`config.mk`:
```
export PLATFORM = sky130hd
export DESIGN_NAME = axi4_straddle_packer
export DESIGN_NICKNAME = d
export VERILOG_FILES = /design/src/rtl/axi4_straddle_packer.sv
export SDC_FILE = /design/constraint.sdc
export NUM_CORES = 2
export LEC_CHECK = 0
export BUFFER_PORTS_ARGS = -buffer_cell sky130_fd_sc_hd__buf_2
export CORE_AREA = 2 2 479 481
export DETAILED_ROUTE_END_ITERATION = 12
export DIE_AREA = 0 0 481 483
export PLACE_DENSITY = 0.36
export REMOVE_ABC_BUFFERS = 1
export SYNTH_ARGS = -nofsm -noshare
export SYNTH_HDL_FRONTEND = slang
export SYNTH_SLANG_ARGS = --single-unit
```
`constraint.sdc`:
```
create_clock -name ACLK -period 3.6 [get_ports ACLK]
set_clock_uncertainty 0.05 [all_clocks]
set_input_delay 0.36 -clock ACLK [delete_from_list [all_inputs] [get_ports ACLK]]
set_output_delay 0.36 -clock ACLK [all_outputs]
set_load 0.1 [all_outputs]
```
`src/rtl/axi4_straddle_packer.sv`:
```
// axi4_straddle_packer: packs dword-0 aligned TLPs (one per AXI4-Stream
// packet) into the 512-bit PCIe straddled format. A new TLP may begin at
// dword 8 of the beat that holds the previous TLP's tail, and the 161-bit
// straddle TUSER (is_sop/is_eop/pointers/discontinue) is generated alongside.
module axi4_straddle_packer #(
   parameter int AXI_TUSER_L     = 161,
   parameter bit ENABLE_STRADDLE = 1'b1
) (
   input  logic                   ACLK,
   input  logic                   ARESET,
   input  logic [511:0]           S_AXIS_TDATA,
   input  logic [15:0]            S_AXIS_TKEEP,
   input  logic                   S_AXIS_TLAST,
   input  logic                   S_AXIS_TDISCONTINUE,
   input  logic                   S_AXIS_TVALID,
   output logic                   S_AXIS_TREADY,
   output logic [511:0]           M_AXIS_TDATA,
   output logic [15:0]            M_AXIS_TKEEP,
   output logic [AXI_TUSER_L-1:0] M_AXIS_TUSER,
   output logic                   M_AXIS_TLAST,
   output logic                   M_AXIS_TVALID,
   input  logic                   M_AXIS_TREADY,
   output logic                   error_invalid_state
);

   // ALIGN: TLPs sit at dword 0. SHIFT: the current TLP started at dword 8 and
   // the carry holds its previous upper half. TAIL: the carry holds a complete
   // TLP tail waiting for a partner in dwords 8-15.
   typedef enum logic [1:0] {ALIGN, SHIFT, TAIL} state_e;

   state_e                   state_q;
   logic [255:0]             c_data_q;
   logic [7:0]               c_keep_q;
   logic                     c_sop_q;
   logic [2:0]               c_eop_ptr_q;
   logic                     c_disc_q;
   logic                     first_q;
   logic [511:0]             m_data_q;
   logic [15:0]              m_keep_q;
   logic [AXI_TUSER_L-1:0]   m_user_q;
   logic                     m_last_q;
   logic                     m_valid_q;
   logic                     err_q;

   logic                     out_rdy;
   logic                     accept;
   logic                     in_upper_empty;
   logic                     keep_bad;
   logic [3:0]               in_last_idx;

   // Builds a straddle TUSER word with every unused bit held at zero.
   function automatic logic [AXI_TUSER_L-1:0] mk_user(
      input logic [1:0] is_sop,
      input logic [1:0] sop0_ptr,
      input logic [1:0] sop1_ptr,
      input logic [1:0] is_eop,
      input logic [3:0] eop0_ptr,
      input logic [3:0] eop1_ptr,
      input logic       disc
   );
      logic [AXI_TUSER_L-1:0] u;
      u        = '0;
      u[65:64] = is_sop;
      u[69:68] = sop0_ptr;
      u[71:70] = sop1_ptr;
      u[77:76] = is_eop;
      u[83:80] = eop0_ptr;
      u[87:84] = eop1_ptr;
      u[96]    = disc;
      return u;
   endfunction

   assign out_rdy        = !m_valid_q || M_AXIS_TREADY;
   assign accept         = S_AXIS_TVALID && out_rdy;
   assign in_upper_empty = (S_AXIS_TKEEP[15:8] == 8'h00);
   // Keep must be non-zero and contiguous from bit 0 (k & (k+1) == 0).
   assign keep_bad       = (S_AXIS_TKEEP == 16'h0000) ||
                           ((S_AXIS_TKEEP & 16'(S_AXIS_TKEEP + 16'd1)) != 16'h0000);

   // Highest kept dword of the incoming beat; this is the TLP's last dword.
   always_comb begin
      in_last_idx = 4'd0;
      for (int i = 0; i < 16; i++) begin
         if (S_AXIS_TKEEP[i]) in_last_idx = 4'(i);
      end
   end

   // Packing FSM with registered output stage, carry register and error pulse.
   always_ff @(posedge ACLK) begin
      if (ARESET) begin
         state_q     <= ALIGN;
         c_data_q    <= '0;
         c_keep_q    <= '0;
         c_sop_q     <= 1'b0;
         c_eop_ptr_q <= '0;
         c_disc_q    <= 1'b0;
         first_q     <= 1'b1;
         m_data_q    <= '0;
         m_keep_q    <= '0;
         m_user_q    <= '0;
         m_last_q    <= 1'b0;
         m_valid_q   <= 1'b0;
         err_q       <= 1'b0;
      end else begin
         // NOTE: non-blocking assignments throughout, so every branch below reads
         // the pre-edge value of each register regardless of statement order.
         err_q <= accept && (keep_bad || (state_q == TAIL && !first_q));
         if (accept) first_q <= S_AXIS_TLAST;

         // NOTE: with !out_rdy nothing is assigned, so the whole output beat and
         // the carry hold their values for as long as the sink stalls.
         if (out_rdy) begin
            m_valid_q <= 1'b0;
            unique case (state_q)
               ALIGN: begin
                  if (S_AXIS_TVALID) begin
                     if (ENABLE_STRADDLE && S_AXIS_TLAST && in_upper_empty) begin
                        c_data_q    <= S_AXIS_TDATA[255:0];
                        c_keep_q    <= S_AXIS_TKEEP[7:0];
                        c_sop_q     <= first_q;
                        c_eop_ptr_q <= in_last_idx[2:0];
                        c_disc_q    <= S_AXIS_TDISCONTINUE;
                        state_q     <= TAIL;
                     end else begin
                        m_data_q  <= S_AXIS_TDATA;
                        m_keep_q  <= S_AXIS_TKEEP;
                        m_user_q  <= mk_user({1'b0, first_q}, 2'b00, 2'b00,
                                             {1'b0, S_AXIS_TLAST}, in_last_idx, 4'd0,
                                             S_AXIS_TLAST && S_AXIS_TDISCONTINUE);
                        m_last_q  <= S_AXIS_TLAST;
                        m_valid_q <= 1'b1;
                     end
                  end
               end
               SHIFT: begin
                  if (S_AXIS_TVALID) begin
                     m_data_q  <= {S_AXIS_TDATA[255:0], c_data_q};
                     m_keep_q  <= {S_AXIS_TKEEP[7:0], c_keep_q};
                     m_valid_q <= 1'b1;
                     c_data_q  <= S_AXIS_TDATA[511:256];
                     c_keep_q  <= S_AXIS_TKEEP[15:8];
                     if (S_AXIS_TLAST && in_upper_empty) begin
                        m_user_q <= mk_user(2'b00, 2'b00, 2'b00, 2'b01,
                                            {1'b1, in_last_idx[2:0]}, 4'd0,
                                            S_AXIS_TDISCONTINUE);
                        m_last_q <= 1'b1;
                        state_q  <= ALIGN;
                     end else begin
                        m_user_q <= '0;
                        m_last_q <= 1'b0;
                        if (S_AXIS_TLAST) begin
                           c_sop_q     <= 1'b0;
                           c_eop_ptr_q <= in_last_idx[2:0];
                           c_disc_q    <= S_AXIS_TDISCONTINUE;
                           state_q     <= TAIL;
                        end
                     end
                  end
               end
               TAIL: begin
                  m_valid_q <= 1'b1;
                  m_last_q  <= 1'b1;
                  if (S_AXIS_TVALID) begin
                     // Carry tail in dwords 0-7, new TLP starting at dword 8.
                     m_data_q <= {S_AXIS_TDATA[255:0], c_data_q};
                     m_keep_q <= {S_AXIS_TKEEP[7:0], c_keep_q};
                     if (S_AXIS_TLAST && in_upper_empty) begin
                        m_user_q <= mk_user(c_sop_q ? 2'b11 : 2'b01,
                                            c_sop_q ? 2'b00 : 2'b10, c_sop_q ? 2'b10 : 2'b00,
                                            2'b11, {1'b0, c_eop_ptr_q},
                                            {1'b1, in_last_idx[2:0]},
                                            c_disc_q || S_AXIS_TDISCONTINUE);
                        state_q  <= ALIGN;
                     end else begin
                        m_user_q <= mk_user(c_sop_q ? 2'b11 : 2'b01,
                                            c_sop_q ? 2'b00 : 2'b10, c_sop_q ? 2'b10 : 2'b00,
                                            2'b01, {1'b0, c_eop_ptr_q}, 4'd0, c_disc_q);
                        c_data_q <= S_AXIS_TDATA[511:256];
                        c_keep_q <= S_AXIS_TKEEP[15:8];
                        c_sop_q  <= 1'b0;
                        if (S_AXIS_TLAST) begin
                           c_eop_ptr_q <= in_last_idx[2:0];
                           c_disc_q    <= S_AXIS_TDISCONTINUE;
                           state_q     <= TAIL;
                        end else begin
                           state_q     <= SHIFT;
                        end
                     end
                  end else begin
                     // No partner available: flush the tail on its own.
                     m_data_q <= {256'd0, c_data_q};
                     m_keep_q <= {8'h00, c_keep_q};
                     m_user_q <= mk_user({1'b0, c_sop_q}, 2'b00, 2'b00, 2'b01,
                                         {1'b0, c_eop_ptr_q}, 4'd0, c_disc_q);
                     state_q  <= ALIGN;
                  end
               end
               default: state_q <= ALIGN;
            endcase
         end
      end
   end

   assign S_AXIS_TREADY       = out_rdy;
   assign M_AXIS_TDATA        = m_data_q;
   assign M_AXIS_TKEEP        = m_keep_q;
   assign M_AXIS_TUSER        = m_user_q;
   assign M_AXIS_TLAST        = m_last_q;
   assign M_AXIS_TVALID       = m_valid_q;
   assign error_invalid_state = err_q;

endmodule

```
==> flow_metrics.tcl <==
set metrics [dict create \
    synth_top_area_frac 0.465 \
    syn_inst 4175 \
    dr_total_vias 38811 \
    clk_latency_ns 0.76 \
    cp_max_fo 123 \
    first_iter_violations 1948 \
    fillers 25224 \
    setup_viol 0 \
    start_util 0.155 \
    hold_class "input port to flip-flop" \
    synth_area_per_cell_sq_um 8.40 \
    drc 0 \
    row_count 175 \
    cpMaxStageDelayCell "dlygate4sd3_1" \
    clockBufferDepth 3 \
    cap_violations 0 \
    grt_max_degree 160 \
    clk_pin_slew_worst_paths_ns 0.06 \
    tightestPinTransition_ns 0.997 \
    holdPathStages 3 \
    fmax_mhz 287 \
    min_to "c_keep_q[4]" \
    max_slew_margin 0.336 \
    hp-start "S_AXIS_TKEEP[4]" \
    status "finished, final reports clean" \
    drive_above_1_share 0.238 \
    cp.buffers_inverters 4 \
    wl_per_cell_um 22.0 \
    critPathArrivalTime_ns 4.04 \
    ff2ff_path_depth 10 \
    hold_viol 0 \
    critical-path-top-delay-family "buffers and inverters" \
    yosysWarningCount 0 \
    fin_crit_sh 0.967 \
    worstSetupStartpointType "flip-flop" \
    synthArstFlopShare 0 \
    synth-main-ff-cell "dfxtp_1" \
    drt-pass1-iter-count 5 \
    cts_tree "yes" \
    die_w_um 481 \
    antenna_found_initial 76 \
    grtUsageTotal 0.161 \
    grt_pass1_vias 38220 \
    final_area_sq_um 54700 \
    cts_root_buf "clkbuf_16" \
    power_density_nw_per_um2 574 \
    grt_first_pass_wirelength_um 277000 \
    synth_area_sq_um 35100 \
    synth_edf_count 0 \
    end_kind "flip-flop" \
    overflow 0 \
    place_area_sq_um 43400 \
    pin_count 1227 \
    critPathKind "flip-flop to flip-flop" \
    via_per_inst 4.33 \
    period_minus_slack_ns 3.48 \
    drv_slew 0 \
    h-tree-depth 3 \
    area_growth_pct 56.1 \
    synth.distinct_cells 48 \
    r2r-end "M_AXIS_TDATA[346]" \
    power_leakage_uw 0.0222 \
    cts_sinks 815 \
    wl_um 197000 \
    path_cells "inv_1 -> ha_1 -> o21ba_2 -> or3_1 -> a21o_4 -> buf_12 -> buf_6 -> a221oi_1 -> dlygate4sd3_1 -> nor3_1" \
    synth_seq_cells 815 \
    r2r-start "state_q[1]" \
    numCtsBuffers 105 \
    layout.nets 6375 \
    cp_data_required_time_ns 4.16 \
    core_area_sq_um 227000 \
    ys_seq_area_frac 0.465 \
    hpwl_um 140000 \
    die_h_um 483 \
    synth_area_leader_cell "dfxtp_1" \
    final_util 0.241 \
    setup-tns-final_ns 0 \
    slowest_delay_ns 0.58 \
    ir_worst_vdd_uv 439 \
    place_congestion 0.854 \
    port_buffers 1080 \
    post_cts.repair.setup_buffers 0 \
    grt_setup_unrepaired "false" \
    synth_area_leaders "dfxtp_1, a211oi_1, nor3_1" \
    reg2reg_slack_ns 0.12 \
    fp.dieArea_sq_um 232000 \
    ant_nets 0 \
]
cells by family (layout without fill, tap and decap cells):
group,count (synthesis),after routing,share of synthesized area
AND/OR/NAND/NOR,1897,1897,0.252
AO/OA/AOI/OAI,860,860,0.192
flip-flops,815,815,0.465
buffers and inverters,586,2188,0.0853
multiplexers,11,11,0.00314
adder cells (fa/ha/maj),5,5,0.00178
other,1,169,0.000107
metal layers:
layer  part of all wire  wire [um]  global-route usage  vias up
met5             0.0021        403                   0        -
met3              0.080      15700              0.0465      362
met2               0.45      88800               0.257     1472
li1                   -          -                   -    18235
met1               0.42      82300               0.197    18678
met4              0.048       9350              0.0761       64
placed cells by master (no fill, tap or decap), types with 7 or more instances in the layout:
cell type,n
nand2_1,18
inv_1,11
dlygate4sd3_1,757
clkbuf_16,107
nor2_1,812
a21oi_1,17
buf_12,37
a211oi_1,533
diode_2,23
clkbuf_8,32
conb_1,146
nor3_1,785
o21ai_0,8
nor2b_1,259
a221oi_1,266
buf_4,105
clkbuf_1,26
dfxtp_1,813
buf_2,1079
mux2i_1,11
clkinv_2,14
a22oi_1,7
synth_stat cells (all sizes together), types with 2 or more instances:
master  number
a21o         4
inv         12
nor2       814
nor4         3
o211ai       4
a32oi        3
buf        292
a31oi        4
nor2b      259
dfxtp      815
ha           5
a311oi       2
o21ai        9
nor3       785
a221oi     266
nor4b        3
a22oi        7
nand2       18
a21oi       18
mux2i       11
a211oi     533
nand2b       3
or3          4
nand3        3
clkbuf     282
metrics by stage:
| step | total power, uW | hold slack, ns | std cells | setup WS, ns |
|---|---|---|---|---|
| final | 31400 | 0.122 | 8954 | 0.117 |
| after detailed placement | 19900 | 0.402 | 7979 | 0.539 |
| after CTS | 31900 | 0.00614 | 8929 | 0.0842 |
| after floorplan | 18500 | 0.379 | 3746 | -25.42 |
| after global placement | 19900 | 0.391 | 7979 | 0.582 |
| after global routing | 32700 | 0.0727 | 8938 | 0.0148 |
how the worst max path moves through the flow:
stage,from,to,slack (ns),depth (start not counted)
2_1_floorplan,state_q[0],M_AXIS_TKEEP[7],-25.42,6
3_3_place_gp,state_q[1],M_AXIS_TDATA[275],0.58,9
3_5_place_dp,state_q[0],M_AXIS_TDATA[439],0.54,8
4_1_cts,state_q[1],M_AXIS_TDATA[390],0.08,10
5_1_grt,state_q[1],M_AXIS_TDATA[442],0.01,10
6_report,state_q[1],M_AXIS_TDATA[346],0.12,10
power by group:
group	total (uW)	switching (uW)	internal, uW
logic	10200	8110	2070
registers	10200	478	9760
clock network	11000	4580	6420
worst reg2reg max path, cell delays in order, from the launching register on:
cell and delay [ns]:
dfxtp_2 0.37, inv_1 0.09, ha_1 0.26, o21ba_2 0.24
or3_1 0.37, a21o_4 0.24, buf_12 0.19, buf_6 0.68
a221oi_1 0.21, dlygate4sd3_1 0.58, nor3_1 0.04
registers in the layout, indices dropped and copies added (netlist names):
signal and cells:
state_q 2, M_AXIS_TDATA 512, c_disc_q 1, c_keep_q 8, M_AXIS_TVALID 1, error_invalid_state 1
M_AXIS_TUSER 13, M_AXIS_TKEEP 16, c_eop_ptr_q 3, first_q 1, c_data_q 256, c_sop_q 1
layout make-up:
cell class	instances	area (sq um)	area share
sequential	815	16300	0.298
inverter	12	52.6	0.000960
antenna	23	57.6	0.00105
multi-input combinational	2919	16400	0.299
clock buffer	163	3170	0.0578
timing repair buffer	1983	14600	0.267
tap	3009	3760	0.0688
clock inverter	30	420	0.00768
timing repair:
item,4_1_cts,5_1_grt
resized for setup,0,7
setup endpoints to repair,0,28
endpoints found under the hold margin,725,0
hold buffers,757,0
Power figures use the tool's default switching activity.
